`config.mk`:
```
export PLATFORM = sky130hd
export DESIGN_NAME = uart_alu_ctrl_flat
export DESIGN_NICKNAME = d
export VERILOG_FILES = /design/src/rtl/uart_alu_ctrl_pkg.sv /design/src/rtl/uart_alu_ctrl_if.sv /design/src/rtl/uart_alu_ctrl_timeout.sv /design/src/rtl/uart_alu_ctrl.sv /design/src/flat_wrapper.sv
export SDC_FILE = /design/constraint.sdc
export NUM_CORES = 1
export LEC_CHECK = 0
export BUFFER_PORTS_ARGS = -buffer_cell sky130_fd_sc_hd__buf_2
export CAP_MARGIN = 5
export CORE_AREA = 4 4 61 63
export DETAILED_ROUTE_END_ITERATION = 10
export DIE_AREA = 0 0 65 67
export HOLD_SLACK_MARGIN = 0.06
export PLACE_DENSITY = 0.74
export SLEW_MARGIN = 25
export SYNTH_ARGS = -nofsm -noshare
export SYNTH_HDL_FRONTEND = slang
export SYNTH_SLANG_ARGS = --single-unit
```
`constraint.sdc`:
```
create_clock -name i_clk -period 2.65 [get_ports i_clk]
set_input_delay 0 -clock i_clk [delete_from_list [all_inputs] [get_ports i_clk]]
set_output_delay 0 -clock i_clk [all_outputs]
set_load 0.02 [all_outputs]
```
`src/rtl/uart_alu_ctrl_pkg.sv`:
```
// Shared definitions for the UART command/response controller: state
// encoding, default widths and the opcode map agreed with the ALU.
package uart_alu_pkg;

   localparam int N_BITS_DEF = 8;
   localparam int N_OP_DEF   = 6;

   typedef enum logic [2:0] {
      ST_WAIT_A  = 3'd0,
      ST_WAIT_B  = 3'd1,
      ST_WAIT_OP = 3'd2,
      ST_EXEC    = 3'd3,
      ST_SEND    = 3'd4,
      ST_WAIT_TX = 3'd5
   } state_t;

   localparam logic [5:0] OP_ADD = 6'h20;
   localparam logic [5:0] OP_SUB = 6'h22;
   localparam logic [5:0] OP_AND = 6'h24;
   localparam logic [5:0] OP_OR  = 6'h25;
   localparam logic [5:0] OP_XOR = 6'h26;
   localparam logic [5:0] OP_SRA = 6'h03;
   localparam logic [5:0] OP_SRL = 6'h02;
   localparam logic [5:0] OP_NOR = 6'h27;

   // The engine is busy from opcode capture until the transmitter reports done.
   function automatic logic is_busy_state(input state_t st);
      logic busy;
      case (st)
         ST_EXEC, ST_SEND, ST_WAIT_TX: busy = 1'b1;
         default:                      busy = 1'b0;
      endcase
      return busy;
   endfunction

endpackage

```
`src/rtl/uart_alu_ctrl_if.sv`:
```
// Bundle of the UART receive/transmit handshakes and the ALU operand/result
// bus. The controller uses the slave view; its environment uses master.
interface uart_alu_ctrl_if #(
   parameter int N_BITS = 8,
   parameter int N_OP   = 6
);
   logic              i_rx_done;
   logic [N_BITS-1:0] i_rx_data;
   logic              i_tx_done;
   logic [N_BITS-1:0] i_alu_result;
   logic [N_BITS-1:0] o_alu_a;
   logic [N_BITS-1:0] o_alu_b;
   logic [N_OP-1:0]   o_alu_op;
   logic              o_tx_start;
   logic [N_BITS-1:0] o_tx_data;
   logic              o_busy;
   logic              o_overrun;

   modport master (
      output i_rx_done, i_rx_data, i_tx_done, i_alu_result,
      input  o_alu_a, o_alu_b, o_alu_op, o_tx_start, o_tx_data, o_busy, o_overrun
   );

   modport slave (
      input  i_rx_done, i_rx_data, i_tx_done, i_alu_result,
      output o_alu_a, o_alu_b, o_alu_op, o_tx_start, o_tx_data, o_busy, o_overrun
   );
endinterface

```
`src/rtl/uart_alu_ctrl_timeout.sv`:
```
// Inter-byte inactivity counter for the frame controller. Only compiled and
// used when UART_ALU_CTRL_TIMEOUT_EN is defined.
`ifdef UART_ALU_CTRL_TIMEOUT_EN
module ctrl_timeout #(
   parameter int TIMEOUT_CYCLES = 5_000_000
) (
   input  logic i_clk,
   input  logic i_reset,
   input  logic clear,
   input  logic enable,
   output logic expire
);
   localparam int CNT_W = $clog2(TIMEOUT_CYCLES + 1);
   localparam logic [CNT_W-1:0] CNT_MAX = CNT_W'(TIMEOUT_CYCLES);

   logic [CNT_W-1:0] cnt_r;

   // Count enabled cycles since the last clear, saturating at the limit.
   always_ff @(posedge i_clk or negedge i_reset) begin
      if (!i_reset) begin
         cnt_r <= '0;
      end else if (clear) begin
         cnt_r <= '0;
      end else if (enable && (cnt_r != CNT_MAX)) begin
         cnt_r <= cnt_r + CNT_W'(1);
      end else begin
         cnt_r <= cnt_r;
      end
   end

   // A clear in the same cycle (accepted byte) overrides expiry.
   assign expire = enable && !clear && (cnt_r == CNT_MAX);
endmodule
`endif

```
`src/rtl/uart_alu_ctrl.sv`:
```
// Frame controller: collects operand A, operand B and opcode bytes from the
// UART receiver, drives them to an external ALU, and sends the result byte
// back through the UART transmitter. Optional inter-byte timeout is enabled
// with the UART_ALU_CTRL_TIMEOUT_EN macro.
module uart_alu_ctrl
   import uart_alu_pkg::*;
#(
   parameter int N_BITS         = N_BITS_DEF,
   parameter int N_OP           = N_OP_DEF,
   parameter int TIMEOUT_CYCLES = 5_000_000
) (
   input logic            i_clk,
   input logic            i_reset,
   uart_alu_ctrl_if.slave bus
);

   state_t            state_r, state_s;
   logic [N_BITS-1:0] alu_a_r, alu_a_s;
   logic [N_BITS-1:0] alu_b_r, alu_b_s;
   logic [N_OP-1:0]   alu_op_r, alu_op_s;
   logic [N_BITS-1:0] tx_data_r, tx_data_s;
   logic              tx_start_r, tx_start_s;
   logic              busy_r, busy_s;
   logic              overrun_r, overrun_s;
   logic              expire_s;

`ifdef UART_ALU_CTRL_TIMEOUT_EN
   logic to_en_s;
   logic to_clear_s;

   // Only the middle of a frame is timed; any received byte restarts the count.
   assign to_en_s    = (state_r == ST_WAIT_B) || (state_r == ST_WAIT_OP);
   assign to_clear_s = !to_en_s || bus.i_rx_done;

   ctrl_timeout #(
      .TIMEOUT_CYCLES (TIMEOUT_CYCLES)
   ) u_timeout (
      .i_clk   (i_clk),
      .i_reset (i_reset),
      .clear   (to_clear_s),
      .enable  (to_en_s),
      .expire  (expire_s)
   );
`else
   assign expire_s = 1'b0;
`endif

   // State register.
   always_ff @(posedge i_clk or negedge i_reset) begin
      if (!i_reset) begin
         state_r <= ST_WAIT_A;
      end else begin
         state_r <= state_s;
      end
   end

   // Next-state logic; a received byte always wins over a coincident timeout.
   always_comb begin
      state_s = state_r;
      case (state_r)
         ST_WAIT_A: begin
            if (bus.i_rx_done) state_s = ST_WAIT_B;
            else               state_s = ST_WAIT_A;
         end
         ST_WAIT_B: begin
            if (bus.i_rx_done) state_s = ST_WAIT_OP;
            else if (expire_s) state_s = ST_WAIT_A;
            else               state_s = ST_WAIT_B;
         end
         ST_WAIT_OP: begin
            if (bus.i_rx_done) state_s = ST_EXEC;
            else if (expire_s) state_s = ST_WAIT_A;
            else               state_s = ST_WAIT_OP;
         end
         ST_EXEC:    state_s = ST_SEND;
         ST_SEND:    state_s = ST_WAIT_TX;
         ST_WAIT_TX: begin
            if (bus.i_tx_done) state_s = ST_WAIT_A;
            else               state_s = ST_WAIT_TX;
         end
         default:    state_s = ST_WAIT_A;
      endcase
   end

   // Next values of the output registers: captures, result latch and pulses.
   always_comb begin
      alu_a_s   = alu_a_r;
      alu_b_s   = alu_b_r;
      alu_op_s  = alu_op_r;
      tx_data_s = tx_data_r;
      overrun_s = 1'b0;
      case (state_r)
         ST_WAIT_A: begin
            if (bus.i_rx_done) alu_a_s = bus.i_rx_data;
            else               alu_a_s = alu_a_r;
         end
         ST_WAIT_B: begin
            if (bus.i_rx_done) alu_b_s = bus.i_rx_data;
            else               alu_b_s = alu_b_r;
         end
         ST_WAIT_OP: begin
            if (bus.i_rx_done) alu_op_s = bus.i_rx_data[N_OP-1:0];
            else               alu_op_s = alu_op_r;
         end
         ST_EXEC: begin
            tx_data_s = bus.i_alu_result;
            overrun_s = bus.i_rx_done;
         end
         ST_SEND:    overrun_s = bus.i_rx_done;
         ST_WAIT_TX: overrun_s = bus.i_rx_done;
         default:    overrun_s = 1'b0;
      endcase
      tx_start_s = (state_s == ST_SEND);
      busy_s     = is_busy_state(state_s);
   end

   // Output registers; reset clears every output including captured operands.
   always_ff @(posedge i_clk or negedge i_reset) begin
      if (!i_reset) begin
         alu_a_r    <= '0;
         alu_b_r    <= '0;
         alu_op_r   <= '0;
         tx_data_r  <= '0;
         tx_start_r <= 1'b0;
         busy_r     <= 1'b0;
         overrun_r  <= 1'b0;
      end else begin
         alu_a_r    <= alu_a_s;
         alu_b_r    <= alu_b_s;
         alu_op_r   <= alu_op_s;
         tx_data_r  <= tx_data_s;
         tx_start_r <= tx_start_s;
         busy_r     <= busy_s;
         overrun_r  <= overrun_s;
      end
   end

   assign bus.o_alu_a    = alu_a_r;
   assign bus.o_alu_b    = alu_b_r;
   assign bus.o_alu_op   = alu_op_r;
   assign bus.o_tx_data  = tx_data_r;
   assign bus.o_tx_start = tx_start_r;
   assign bus.o_busy     = busy_r;
   assign bus.o_overrun  = overrun_r;

endmodule

```
`src/flat_wrapper.sv`:
```
// flat-port wrapper written by rule: the top's interface ports become plain ports
module uart_alu_ctrl_flat import uart_alu_pkg::*;
#(
   parameter int N_BITS         = N_BITS_DEF,
   parameter int N_OP           = N_OP_DEF,
   parameter int TIMEOUT_CYCLES = 5_000_000
)
  (i_clk, i_reset, bus_i_rx_done, bus_i_rx_data, bus_i_tx_done, bus_i_alu_result, bus_o_alu_a, bus_o_alu_b, bus_o_alu_op, bus_o_tx_start, bus_o_tx_data, bus_o_busy, bus_o_overrun);
  uart_alu_ctrl_if #(.N_BITS(N_BITS), .N_OP(N_OP)) bus_i ();
  input logic i_clk;
  input logic i_reset;
  input wire logic [$bits(bus_i.i_rx_done)-1:0] bus_i_rx_done;
  input wire logic [$bits(bus_i.i_rx_data)-1:0] bus_i_rx_data;
  input wire logic [$bits(bus_i.i_tx_done)-1:0] bus_i_tx_done;
  input wire logic [$bits(bus_i.i_alu_result)-1:0] bus_i_alu_result;
  output wire logic [$bits(bus_i.o_alu_a)-1:0] bus_o_alu_a;
  output wire logic [$bits(bus_i.o_alu_b)-1:0] bus_o_alu_b;
  output wire logic [$bits(bus_i.o_alu_op)-1:0] bus_o_alu_op;
  output wire logic [$bits(bus_i.o_tx_start)-1:0] bus_o_tx_start;
  output wire logic [$bits(bus_i.o_tx_data)-1:0] bus_o_tx_data;
  output wire logic [$bits(bus_i.o_busy)-1:0] bus_o_busy;
  output wire logic [$bits(bus_i.o_overrun)-1:0] bus_o_overrun;
  assign bus_i.i_rx_done = bus_i_rx_done;
  assign bus_i.i_rx_data = bus_i_rx_data;
  assign bus_i.i_tx_done = bus_i_tx_done;
  assign bus_i.i_alu_result = bus_i_alu_result;
  assign bus_o_alu_a = bus_i.o_alu_a;
  assign bus_o_alu_b = bus_i.o_alu_b;
  assign bus_o_alu_op = bus_i.o_alu_op;
  assign bus_o_tx_start = bus_i.o_tx_start;
  assign bus_o_tx_data = bus_i.o_tx_data;
  assign bus_o_busy = bus_i.o_busy;
  assign bus_o_overrun = bus_i.o_overrun;
  uart_alu_ctrl #(.N_BITS(N_BITS), .N_OP(N_OP), .TIMEOUT_CYCLES(TIMEOUT_CYCLES)) u_core (.i_clk(i_clk), .i_reset(i_reset), .bus(bus_i));
endmodule
```
**Yosys cells after proc, flatten, opt, wreduce, memory -nomap -nowiden**

Cells that the tools add are included.

- Input bits: 20
- Bits in registers: 36
- Logic and storage cells: 29
- Output and inout port bits: 33

- Multiplexer cells: 7
- Equality and inequality tests: 8
- Reduce and logical (&&, ||, !) cells: 6

Operators with widths:

| operator | count |
|---|---|
| 3-bit one-hot mux with 6 select lines | 1 |
| 3-bit equality test, second input constant | 4 |
| 3-bit by 2-bit equality test with 1-bit output, second input constant | 3 |
| 2-bit AND reduction | 3 |
| 3-bit OR reduction | 2 |
| 1-bit 2-to-1 mux | 4 |
| 3-bit by 1-bit equality test with 1-bit output, second input constant | 1 |
| 3-bit logical NOT | 1 |
| 3-bit 2-to-1 mux | 1 |
| 2-bit 2-to-1 mux | 1 |

**Longest topological paths before layout**

- Depth after elaboration: 5
- Gate-level depth with buffers: 4
- Gate-level depth less buffers: 2

**Worst setup path before layout**

Ideal clock, no wire load.

- Path kind: reg2reg
- Start point: reg u_core.state_r[1]
- End point: reg u_core.alu_a_r[0] (netlist: u_core.bus.o_alu_a[0])
- Required time: 2.525 ns
- Clock period less this slack: 1.455 ns
- Path buffers: 1
- Slack: 1.195 ns
- Arrival time: 1.331 ns
- Stages on the path, launching flop included: 4
- Path through: dfrtp_1 -> buf_4 -> nor4b_4 -> mux2_2

- Longest elaborated chain between the ends: 2

Ends and longest elaborated chain:

| element | line | text |
|---|---|---|
| start: declaration | uart_alu_ctrl.sv:17 | `state_t state_r, state_s;` |
| start signal: assignment | uart_alu_ctrl.sv:53 | `state_r <= state_s;` |
| 3-bit logical NOT | uart_alu_ctrl.sv:92 | `case (state_r)` |
| 2-bit AND reduction (no line) | n/a |  |
| end signal: assignment | uart_alu_ctrl.sv:128 | `alu_a_r <= alu_a_s;` |
| end: declaration | uart_alu_ctrl.sv:18 | `logic [N_BITS-1:0] alu_a_r, alu_a_s;` |

No other way between the ends.
A chain may end at the register's enable or synchronous reset.

**Final worst setup path**

- Start point: reg u_core.state_r[0]
- End point: reg u_core.alu_a_r[7] (netlist: u_core.bus.o_alu_a[7])

Same word-level chain as after synthesis.

==> metrics.txt <==
Max Clk Rate=608 MHz; global-route wire length before repair=5240 µm; relative slew slack=48.9%; Post-CTS Setup Bufs=0; post-synthesis sequential area ratio=62.6%; Worst EP required=2.89 ns; largest net degree at the start of global routing=37; Mapped Cells=92; R2R Path Start=u_core.state_r[0]; Critical Path Max Stage Delay=0.62 ns; DIE AREA=4360 µm²; Overall Power=2.42 mW; Hold-fix buffers, CTS=19; initial antenna violation count=0; htree depth=2; max-slew violations=0; Data arrival, critical path=1.88 ns; Util after Layout=60.9%; #FFs+latches synth=36; MaxCap Viol Count=0; Post-Layout Cell Count=211; via count of the first global-routing pass=1076; layout cells sized above 1=55.2%; ys flop type=dfrtp_1; crit path kind=register to register; clock root buffer=clkbuf_4; final worst-path cycle share=62.1%; Clock Pin Slew Worst Setup and Hold Paths=0.10 ns; TritonCTS Buffers=5; fin worst setup slack=1.00 ns; area of the multi-input gates=495 µm²; detailed-route vias per instance=4.75; maximum vdd drop=0.000623 V; wire per inst=14.2 µm; crit path time final=1.65 ns; final instance area=1970 µm²; CTS tree=yes; Pwr Density=1230 nW/µm²; Final Hold Fails=0; synthesized area=1440 µm²; clock skew=0.00237 ns; layout net count=184; Worst Reg-to-Reg Cells=2; CP endpoint kind=register; Pre-antenna DRT Iters=4; static leakage=0.929 nW; GPL Wtd Cong=0.662; top cells by count, synth=dfrtp_1, mux2_2, buf_2, nor3b_1; fill count=276; top cell type's share of synthesized area=62.6%; Area contributors post-synth=dfrtp_1, mux2_2, and4bb_2; Setup WS pre-CTS=0.988 ns; Max FO, Critical Path=11; status=complete, no violations; Die Ht=67 µm; Residual DRC=0; Synth area leader=dfrtp_1; EDFF count, synth=0; Hold Path Class=input pin to async pin; Final ANT Viol Nets=0; IO Port Bufs=52; post-route setup TNS=0 ns; area post-placement=1720 µm²; std cell rows=21; Mapped Nets=112; DP Cell Count=184; setup slack, reg-to-reg=1.00 ns; critical path buffer and inverter count=0; clk_lat worst skew=0.34 ns; Synth Area per Inst=15.6 µm²; Antenna Cells=0; startpoint types=register; kind of cell adding the most delay to the critical path=simple AND/OR/NAND/NOR gates; core area=3230 µm²; Clock Path Buffers=2; synth unique cells=20; RSZ-0062 raised after global routing=no; synth warn=0; Worst-Margin Slew=0.766 ns; FF/Latch Area=901 µm²; area grow syn2layout=36.7%; final hold slack=0.260 ns; capturing point of the worst reg2reg path=u_core.bus.o_alu_a[7]; DRT iter0 DRCs=14; drt total wl=3010 µm; top-count cell post-synth=dfrtp_1; via count=1003; all-layer global routing usage=16.5%; Final Setup Violations=0; initial core utilization=44.5%; CTS sink count=36; post-CTS resize count=0; critical path cell sequence=nor4b_4, mux2_2; Die Wd=65 µm; grt total ovfl=0; Post-synth ARST share=100%; number of I/O pins=53; post-detail-place hpwl=2090 µm; Slowest cell on crit path=nor4b_4
==> cells by family (layout without fill, tap and decap cells) <==
group	Yosys count	after routing	synth area share [%]
muxes	30	30	23.5
AOI/OAI and AO/OA	4	4	1.65
and+or+nand+nor	15	15	9.30
buffers and inverters	7	80	2.96
DFF	36	36	62.6
==> per-layer routing <==
layer | GRT usage (%) | part of all wire (%) | routed length [µm]
met5 | 0 | 0 | 0
met4 | 7.92 | 2.3 | 68
met3 | 6.24 | 5.1 | 154
met2 | 28.2 | 54 | 1630
met1 | 18.0 | 38 | 1160
==> worst max path at each step <==
stage,start,end,cells past startpoint
finish,u_core.state_r[0],u_core.bus.o_alu_a[7],2
floorplan,u_core.state_r[1],u_core.bus.o_alu_a[0],3
global route,u_core.state_r[0],u_core.bus.o_alu_a[7],2
CTS,u_core.state_r[0],u_core.bus.o_alu_a[7],2
detailed placement,u_core.state_r[0],u_core.bus.o_alu_a[7],2
global placement,u_core.state_r[0],u_core.bus.o_alu_a[7],2
==> cells in the final DEF (no fill, tap or decap) <==
master	netlist	layout
clkbuf_4	0	5
mux2_2	30	30
nor3b_1	3	3
dlygate4sd3_1	0	19
clkbuf_8	0	1
a21oi_1	1	1
clkbuf_1	0	2
a21boi_0	1	1
o21ai_0	1	1
nor2_1	1	1
or4_1	1	1
nor4b_4	1	1
nand3b_1	2	2
dfrtp_1	36	36
inv_1	1	1
and2_1	1	1
and4bb_2	2	2
buf_2	4	52
o22ai_1	1	1
or2b_1	2	2
nor4b_1	1	1
nand2b_1	1	1
==> flip-flops by register name, summed over array words and instances, names as in the netlist <==
register and cells:
u_core.bus.o_overrun 1, u_core.bus.o_busy 1, u_core.bus.o_alu_op 6, u_core.bus.o_tx_start 1
u_core.bus.o_tx_data 8, u_core.state_r 3, u_core.bus.o_alu_b 8, u_core.bus.o_alu_a 8
==> cell type report <==
cell class,count,area share [%]
Clock buffer,8,2.99
Inverter,1,0.191
Multi-Input combinational cell,49,25.2
Sequential cell,36,45.8
Tap cell,46,2.93
Timing Repair Buffer,71,22.9
==> report_power, final <==
part | leakage (nW) | internal (mW) | switching [mW]
sequential | 0.432 | 0.822 | 0.183
combinational | 0.465 | 0.513 | 0.590
clock | 0.0326 | 0.131 | 0.178
total | 0.929 | 1.47 | 0.951
(Power assumes the default switching activity.)
